**config.mk**
```make
export PLATFORM = sky130hd
export DESIGN_NAME = ddr_init_seq
export DESIGN_NICKNAME = d
export VERILOG_FILES = /design/src/rtl/ddr_init_seq.sv
export SDC_FILE = /design/constraint.sdc
export NUM_CORES = 1
export LEC_CHECK = 0
export ABC_CLOCK_PERIOD_IN_PS = 3000
export BUFFER_PORTS_ARGS = -buffer_cell sky130_fd_sc_hd__buf_4
export CAP_MARGIN = 20
export CORE_UTILIZATION = 51
export CTS_CLUSTER_DIAMETER = 50
export CTS_CLUSTER_SIZE = 12
export DETAILED_ROUTE_END_ITERATION = 8
export HOLD_SLACK_MARGIN = 0.15
export PLACE_DENSITY = 0.88
export SYNTH_ARGS = -nofsm -noshare
export SYNTH_HDL_FRONTEND = slang
export SYNTH_SLANG_ARGS = --single-unit
```
**constraint.sdc**
```tcl
create_clock -name sys_clk -period 3 [get_ports sys_clk]
set_input_delay 0.6 -clock sys_clk [delete_from_list [all_inputs] [get_ports sys_clk]]
set_output_delay 0.6 -clock sys_clk [all_outputs]
set_load 0.1 [all_outputs]
```
**src/rtl/ddr_init_seq.sv**
```systemverilog
// -----------------------------------------------------------------------------
// ddr_init_seq
// Power-up sequencer for the DDR SDRAM controller CSR port. After reset (or a
// start pulse when AUTO_START=0) it owns the CSR bus, waits POWERUP_CYCLES, then
// plays an 18-entry table of CSR writes (bypass, precharge, EMR/MR loads,
// auto-refresh) with a per-entry gap. When the table is finished, the CSR bus
// becomes a zero-latency pass-through from the WISHBONE-to-CSR bridge.
//
// Optional feature macro: DDR_INIT_RESTART_EN
//   defined   : start=1 while done reruns the sequence from POWERUP, entry 0
//               (the dropped-write counter is kept).
//   undefined : done is terminal until reset.
//
// Ports
//   sys_clk, sys_rst_n   clock, asynchronous active-low reset
//   start                start pulse (AUTO_START=0, or restart when enabled)
//   ext_csr_a/we/do      CSR request from the bridge
//   csr_a/we/do          CSR request to the DDR controller
//   busy                 sequencer owns the CSR bus
//   done                 sequence complete, bus handed back
//   step                 current table entry (debug)
//   ext_drop             saturating count of bridge writes dropped while busy
// -----------------------------------------------------------------------------
module ddr_init_seq #(
    parameter logic [3:0] csr_addr       = 4'h2,
    parameter int         POWERUP_CYCLES = 20000,
    parameter int         DLL_WAIT       = 200,
    parameter bit         AUTO_START     = 1'b1
) (
    input  logic        sys_clk,
    input  logic        sys_rst_n,
    input  logic        start,
    input  logic [13:0] ext_csr_a,
    input  logic        ext_csr_we,
    input  logic [31:0] ext_csr_do,
    output logic [13:0] csr_a,
    output logic        csr_we,
    output logic [31:0] csr_do,
    output logic        busy,
    output logic        done,
    output logic [4:0]  step,
    output logic [7:0]  ext_drop
);

    localparam logic [4:0]  LAST_STEP = 5'd17;
    // Counters compare against "cycles - 1" so a value of N gives N cycles.
    localparam logic [15:0] PU_LAST   = 16'(POWERUP_CYCLES - 1);
    localparam logic [15:0] DLL_LAST  = 16'(DLL_WAIT - 1);

    typedef enum logic [2:0] {
        ST_IDLE,
        ST_POWERUP,
        ST_WRITE,
        ST_WAIT,
        ST_DONE
    } state_t;

    state_t      r_state;
    logic [15:0] r_cnt;
    logic [4:0]  r_step;
    logic        r_busy;
    logic        r_done;
    logic        r_csr_we;
    logic [13:0] r_csr_a;
    logic [31:0] r_csr_do;
    logic [7:0]  r_drop;

    logic        w_start_go;
    logic [4:0]  w_next_step;

    // CSR register index for each table entry.
    function automatic logic [3:0] f_reg(input logic [4:0] idx);
        case (idx)
            5'd0, 5'd2, 5'd17: f_reg = 4'd0;
            5'd1:              f_reg = 4'd3;
            default:           f_reg = 4'd1;
        endcase
    endfunction

    // Write data for each table entry.
    function automatic logic [31:0] f_data(input logic [4:0] idx);
        case (idx)
            5'd0, 5'd1:   f_data = 32'h0000_0001;
            5'd2:         f_data = 32'h0000_0007;
            5'd3, 5'd9:   f_data = 32'h0000_400b;
            5'd5:         f_data = 32'h0002_000f;
            5'd7:         f_data = 32'h0000_123f;
            5'd11, 5'd13: f_data = 32'h0000_000d;
            5'd15:        f_data = 32'h0000_021f;
            5'd17:        f_data = 32'h0000_0004;
            default:      f_data = 32'h0000_0008;
        endcase
    endfunction

    // Terminal count of the WAIT gap following each entry (gap - 1).
    // Entries 7 and 15 are mode-register loads and need the DLL lock time.
    function automatic logic [15:0] f_gap_last(input logic [4:0] idx);
        case (idx)
            5'd7, 5'd15:  f_gap_last = DLL_LAST;
            5'd11, 5'd13: f_gap_last = 16'd3;
            default:      f_gap_last = 16'd0;
        endcase
    endfunction

    assign w_start_go  = AUTO_START ? 1'b1 : start;
    assign w_next_step = r_step + 5'd1;

    always_ff @(posedge sys_clk or negedge sys_rst_n) begin
        if (!sys_rst_n) begin
            r_state  <= ST_IDLE;
            r_cnt    <= 16'd0;
            r_step   <= 5'd0;
            r_busy   <= 1'b0;
            r_done   <= 1'b0;
            r_csr_we <= 1'b0;
            r_csr_a  <= 14'd0;
            r_csr_do <= 32'd0;
            r_drop   <= 8'd0;
        end else begin
            // Bridge writes that arrive while we own the bus are lost; count them.
            if (ext_csr_we && r_busy && (r_drop != 8'hFF)) begin
                r_drop <= r_drop + 8'd1;
            end

            case (r_state)
                ST_IDLE: begin
                    if (w_start_go) begin
                        r_state <= ST_POWERUP;
                        r_busy  <= 1'b1;
                        r_cnt   <= 16'd0;
                    end
                end

                ST_POWERUP: begin
                    if (r_cnt == PU_LAST) begin
                        r_state  <= ST_WRITE;
                        r_csr_we <= 1'b1;
                        r_csr_a  <= {csr_addr, 6'd0, f_reg(r_step)};
                        r_csr_do <= f_data(r_step);
                    end else begin
                        r_cnt <= r_cnt + 16'd1;
                    end
                end

                ST_WRITE: begin
                    // Single-cycle strobe; address/data stay on the bus.
                    r_csr_we <= 1'b0;
                    r_cnt    <= 16'd0;
                    r_state  <= ST_WAIT;
                end

                ST_WAIT: begin
                    if (r_cnt == f_gap_last(r_step)) begin
                        if (r_step == LAST_STEP) begin
                            r_state <= ST_DONE;
                            r_busy  <= 1'b0;
                            r_done  <= 1'b1;
                        end else begin
                            // Load the next entry so the strobe leaves a register.
                            r_step   <= w_next_step;
                            r_state  <= ST_WRITE;
                            r_csr_we <= 1'b1;
                            r_csr_a  <= {csr_addr, 6'd0, f_reg(w_next_step)};
                            r_csr_do <= f_data(w_next_step);
                        end
                    end else begin
                        r_cnt <= r_cnt + 16'd1;
                    end
                end

                ST_DONE: begin
`ifdef DDR_INIT_RESTART_EN
                    if (start) begin
                        r_state <= ST_POWERUP;
                        r_busy  <= 1'b1;
                        r_done  <= 1'b0;
                        r_step  <= 5'd0;
                        r_cnt   <= 16'd0;
                    end
`endif
                end

                default: begin
                    r_state <= ST_IDLE;
                end
            endcase
        end
    end

    // Bus mux: engine while busy, otherwise combinational pass-through.
    assign csr_we   = r_busy ? r_csr_we : ext_csr_we;
    assign csr_a    = r_busy ? r_csr_a  : ext_csr_a;
    assign csr_do   = r_busy ? r_csr_do : ext_csr_do;

    assign busy     = r_busy;
    assign done     = r_done;
    assign step     = r_step;
    assign ext_drop = r_drop;

endmodule

```
# Word-level counts from Yosys, hierarchy flattened
# Memory sizes are Yosys's and may differ from the RTL's.
# Cells that the tools add are included.
totals:
  regBits: 81
  latchBits: 0
  mem_bits_rw: 0
  rom_bits: 640
  inputBits: 50
  output_inout_bits: 62
  word_cells: 89
  n_memories: 2
classes:
  add_sub_neg: 3
  multipliers: 0
  n_div: 0
  magnitude_cmp: 0
  eq_ne: 23
  shift: 0
  muxes: 29
  bitwise: 2
  n_reduce_logical: 21
mem_list:
  columns: ["memory", "words", "width", "rd", "rd_ports_with_merged_regs", "wr", "line", "rtl"]
  rows:
  - ["(name not given)", 32, 10, 1, 0, 0, "82", "case (idx)"]
  - ["(name not given)", 32, 10, 1, 0, 0, "82", null]
op_table:
  columns: ["operator", "count"]
  rows:
  - ["two-way mux 32 bit", 4]
  - ["one-hot mux 32 bit (2 select lines)", 1]
  - ["two-way mux 14 bit", 4]
  - ["two-way mux 16 bit", 3]
  - ["one-hot mux 16 bit (3 select lines)", 1]
  - ["one-hot mux 14 bit (2 select lines)", 1]
  - ["adder 16 x 1 -> 16 bit, second input constant", 1]
  - ["== test 16 x 15 -> 1 bit, second input constant", 1]
  - ["== test 16 bit", 1]
  - ["one-hot mux 8 bit (2 select lines)", 1]
  - ["== test 5 x 4 -> 1 bit, second input constant", 3]
  - ["one-hot mux 3 bit (5 select lines)", 1]
  - ["AND reduction 3 bit", 5]
  - ["!= test 2 bit, second input constant", 6]
  - ["== test 5 x 1 -> 1 bit, second input constant", 2]
  - ["== test 5 x 2 -> 1 bit, second input constant", 2]
  - ["== test 5 bit, second input constant", 2]
  - ["zero test 5 bit", 2]
  - ["two-way mux 3 bit", 3]
  - ["adder 8 x 1 -> 8 bit, second input constant", 1]
  - ["!= test 8 bit, second input constant", 1]
  - ["one-hot mux 2 bit (2 select lines)", 2]
  - ["AND reduction 4 bit", 2]
  - ["== test 3 x 2 -> 1 bit, second input constant", 2]
  - ["other kinds (14)", 26]

# Depth between registers and ports, before layout
logic_depth:
  depth_word: 7
  depth_mapped: 11

# Least setup slack after synthesis
# OpenSTA, ideal clock, no wires.
synth_timing:
  path_kind: "reg-to-output"
  from: "register r_busy, in the netlist busy"
  to: "output csr_do[12]"
  t_arrival_ps: 3216
  required_ps: 2400
  setup_slack_ps: -816
  path_stages_with_launch: 3
  path_cell_list: "dfrtp_1 clkbuf_1 o21ai_0"
synth_between:
  elab_chain_len: 1
synth_rtl:
  columns: ["element", "line", "rtl"]
  rows:
  - ["start, declared", "61", "logic r_busy;"]
  - ["start signal, assigned", "113", "r_busy <= 1'b0;"]
  - ["start signal, assigned", "129", "r_busy <= 1'b1;"]
  - ["start signal, assigned", "156", "r_busy <= 1'b0;"]
  - ["two-way mux 32 bit", "193", "assign csr_do = r_busy ? r_csr_do : ext_csr_do;"]
  - ["end, declared", "38", "output logic [31:0] csr_do,"]
# No other way between the ends.

# Worst setup path in the final report
layout_timing:
  from: "register r_step[1], in the netlist step[1]"
  to: "register r_cnt[15]"
layout_between:
  elab_chain_len: 7
layout_rtl:
  columns: ["element", "line", "rtl"]
  rows:
  - ["start, declared", "60", "logic [4:0] r_step;"]
  - ["start signal, assigned", "160", "r_step <= w_next_step;"]
  - ["== test 5 x 4 -> 1 bit or == test 5 x 3 -> 1 bit (tied branches)", "98", "case (idx)"]
  - ["OR reduction 2 bit", "98", null]
  - ["one-hot mux 8 bit (2 select lines) (*)", "98", null]
  - ["two-way mux 16 bit (*)", "125", "case (r_state)"]
  - ["== test 16 bit (*)", "153", "if (r_cnt == f_gap_last(r_step)) begin"]
  - ["!= test 2 bit (no line) (*)", null, null]
  - ["AND reduction 3 bit (no line) (*)", null, null]
  - ["end signal, assigned", "141", "r_cnt <= r_cnt + 16'd1;"]
  - ["end signal, assigned", "167", "r_cnt <= r_cnt + 16'd1;"]
  - ["end, declared", "59", "logic [15:0] r_cnt;"]
# Mark *: on every way between the ends. The rest lies on a longest branch, timed or not. The select of a mux whose other input is x is not followed.
# A chain may end at the register's enable or synchronous reset.

==> metrics.txt <==
TritonCTS Sinks=46; Crit Path Max Fanout=9; Leak=2.07 nW; sequential cell area fraction in the yosys report=35.0%; Total Neg Setup Slack=0 ns; FMAX=355 MHz; Syn Std Cell Area=3280 um^2; Die Height=82.3 um; Routed Antenna Nets=0; DR vias=3028; Pwr Density=387 nW/um^2; final net count=526; CP max-delay cell=or4b_1; gr usage total=24.9%; number of flops mapped to enable cells by yosys=0; area of the core=6060 um^2; detail-routed via count per cell=5.61; WHS=0.269 ns; final setup violation count=0; Crit path largest cell delay=0.58 ns; port bufs=110; fillers=490; normalized max-slew margin=38.9%; clk_lat worst skew=0.31 ns; Async SR Flop Fraction=100%; status=completed; Synthesis Warnings=0; Gate Count Post-Synth=358; Bufs on Longest Clock Path=2; post-synthesis cell type count=63; Slew @ Worst Pin=0.916 ns; Yosys reg bits=46; Boundary Pins=112; Synth area leader=dfrtp_1; # resized after CTS=0; Synth area leaders=dfrtp_1 (35%), nor2b_1 (6.7%), mux2_2 (4.8%); Crit Reg-Reg Startpoint=step[1]; reg2reg end=r_cnt[15]; Yosys top cell area share=35.0%; top_reg_cell synth=dfrtp_1; post-detail-place hpwl=6200 um; r2r worst-path depth=8; Post-Syn Nets=420; r2r setup slk=0.18 ns; Post-CTS Setup Repair Bufs=0; layout cell share with drive strength beyond 1=37.2%; clock buffer count from CTS=5; DRT Pass-1 Iters=5; GPL Wtd Cong=0.930; Mean Syn Cell Area=9.17 um^2; post-placement cell area=4160 um^2; worst clock skew=0.00925 ns; CP Cell Sequence=ha_1, and3_1, ha_1, a311o_1, mux2i_1, o21ai_1, or4b_1, nand3_1; diode count=0; worst min-delay path category=in2async; Critical Setup Path Class=reg2reg; final hold vios=0; Starting Density=54.2%; startpoint types=flip-flop; total gr overflow=0; min cycle time layout=2.82 ns; CTS tree=done; Max VDD drop=0.575 mV; pin count of the biggest net entering global routing=53; H-Tree Depth=2; Slew Limit Fails=0; CP endpoint kind=flip-flop; CP most frequent cell=ha_1; root buffer cell=clkbuf_8; post-route design area=4260 um^2; # hold bufs at CTS=0; CP arrival=3.07 ns; RSZ-0062 raised after global routing=no; antenna violations before repair=0; final wirelength=8240 um; Area Growth Syn to Fin=29.6%; average wire per standard cell=15.3 um; final period utilization=94.0%; first-pass GRT wire length=12900 um; die width=82.3 um; initial DRC count=141; Row Count=28; number of remaining DRC errors=0; CTS clk-pin slew, worst paths=0.09 ns; max cap viols=0; vias in the first global route=2820; required time worst endpoint=3.25 ns; die area=6770 um^2; total power draw=1.65 mW
-- layer usage --
| metal | vias to the layer above | global-route usage, % | share of wire [%] |
|---|---|---|---|
| met5 | - | 0 | 0 |
| met4 | 0 | 6.32 | 1.0 |
| met3 | 8 | 3.41 | 6.7 |
| met2 | 107 | 45.1 | 51 |
| met1 | 1435 | 31.1 | 42 |
| li1 | 1478 | - | - |
-- synthesized netlist by cell type, types with 5 or more instances --
cell type	n
a21oi_1	14
and3_1	7
buf_2	5
clkbuf_1	8
dfrtp_1	46
ha_1	12
inv_1	16
mux2_2	14
mux2_4	8
mux2i_1	7
nand2_1	34
nand3_1	15
nand4_1	9
nor2_1	23
nor2b_1	35
nor3_1	8
o21ai_0	16
xnor2_1	7
xor2_1	8
-- state kept, by name, indices dropped and copies added, names as in the netlist --
name	cells
r_cnt	16
ext_drop	8
r_csr_do	8
step	5
r_csr_a	3
r_state	3
busy	1
done	1
r_csr_we	1
-- layout by cell type, fill, tap and decap left out, types with 4 or more instances in the layout --
cell / count
nand4_1: 9
o21ai_0: 12
nand3_1: 15
xnor2_1: 7
clkbuf_8: 5
inv_1: 16
o21ai_1: 6
nor2b_1: 29
ha_1: 12
and3_1: 7
mux2i_1: 7
nand2_1: 34
a21oi_1: 14
mux2_2: 14
buf_4: 119
dfrtp_1: 42
nor2_1: 23
nor3_1: 8
mux2_4: 8
nor2b_2: 6
a22o_1: 4
xor2_1: 8
o211ai_1: 4
-- worst max-delay path: cells and delay by family (launching register included) --
kind / cells / cell delay (ns)
AOI/OAI and AO/OA: 2 / 0.61
adders and majority gates: 2 / 0.47
DFF: 1 / 0.53
muxes: 1 / 0.25
and+or+nand+nor: 3 / 0.88
-- how the worst max path moves through the flow --
stage	startpoint	end	slack (ns)
3_3_place_gp	step[1]	r_cnt[3]	0.35
2_1_floorplan	busy	csr_do[12]	-0.07
5_1_grt	step[1]	r_cnt[3]	0.05
3_5_place_dp	step[1]	r_cnt[15]	0.25
4_1_cts	step[1]	r_cnt[15]	0.20
6_report	step[1]	r_cnt[15]	0.18
-- logic make-up after synthesis --
family                   Yosys count  synth area share, %
adder cells (fa/ha/maj)           12                 4.57
AO/OA/AOI/OAI                     61                 12.4
flip-flops                        46                 35.0
AND/OR/NAND/NOR                  156                 26.0
XOR/XNOR                          15                 4.00
buffers and inverters             37                 6.40
multiplexers                      31                 11.6
-- report_power, final --
group	internal [mW]	switching (mW)
sequential	0.664	0.0481
clock	0.167	0.227
combinational	0.147	0.396
-- per-stage QoR --
stage | utilization [%] | setup WS [ns] | std cells
after floorplan | - | -0.0664 | 358
after detailed placement | 68.7 | 0.245 | 532
after global placement | 68.7 | 0.347 | 532
after CTS | 70.2 | 0.201 | 540
after global routing | 70.2 | 0.0489 | 540
final | 70.2 | 0.179 | 540
-- cell type report --
cell class	count	area [um^2]	share of cell area (%)
clock buffers	5	68.8	1.62
clock inverters	3	23.8	0.558
well taps	75	93.8	2.20
multi-input cells	275	1940	45.5
inverters	16	60.1	1.41
flip-flops and latches	46	1160	27.2
repair buffers	120	913	21.5
(Power assumes the default switching activity.)
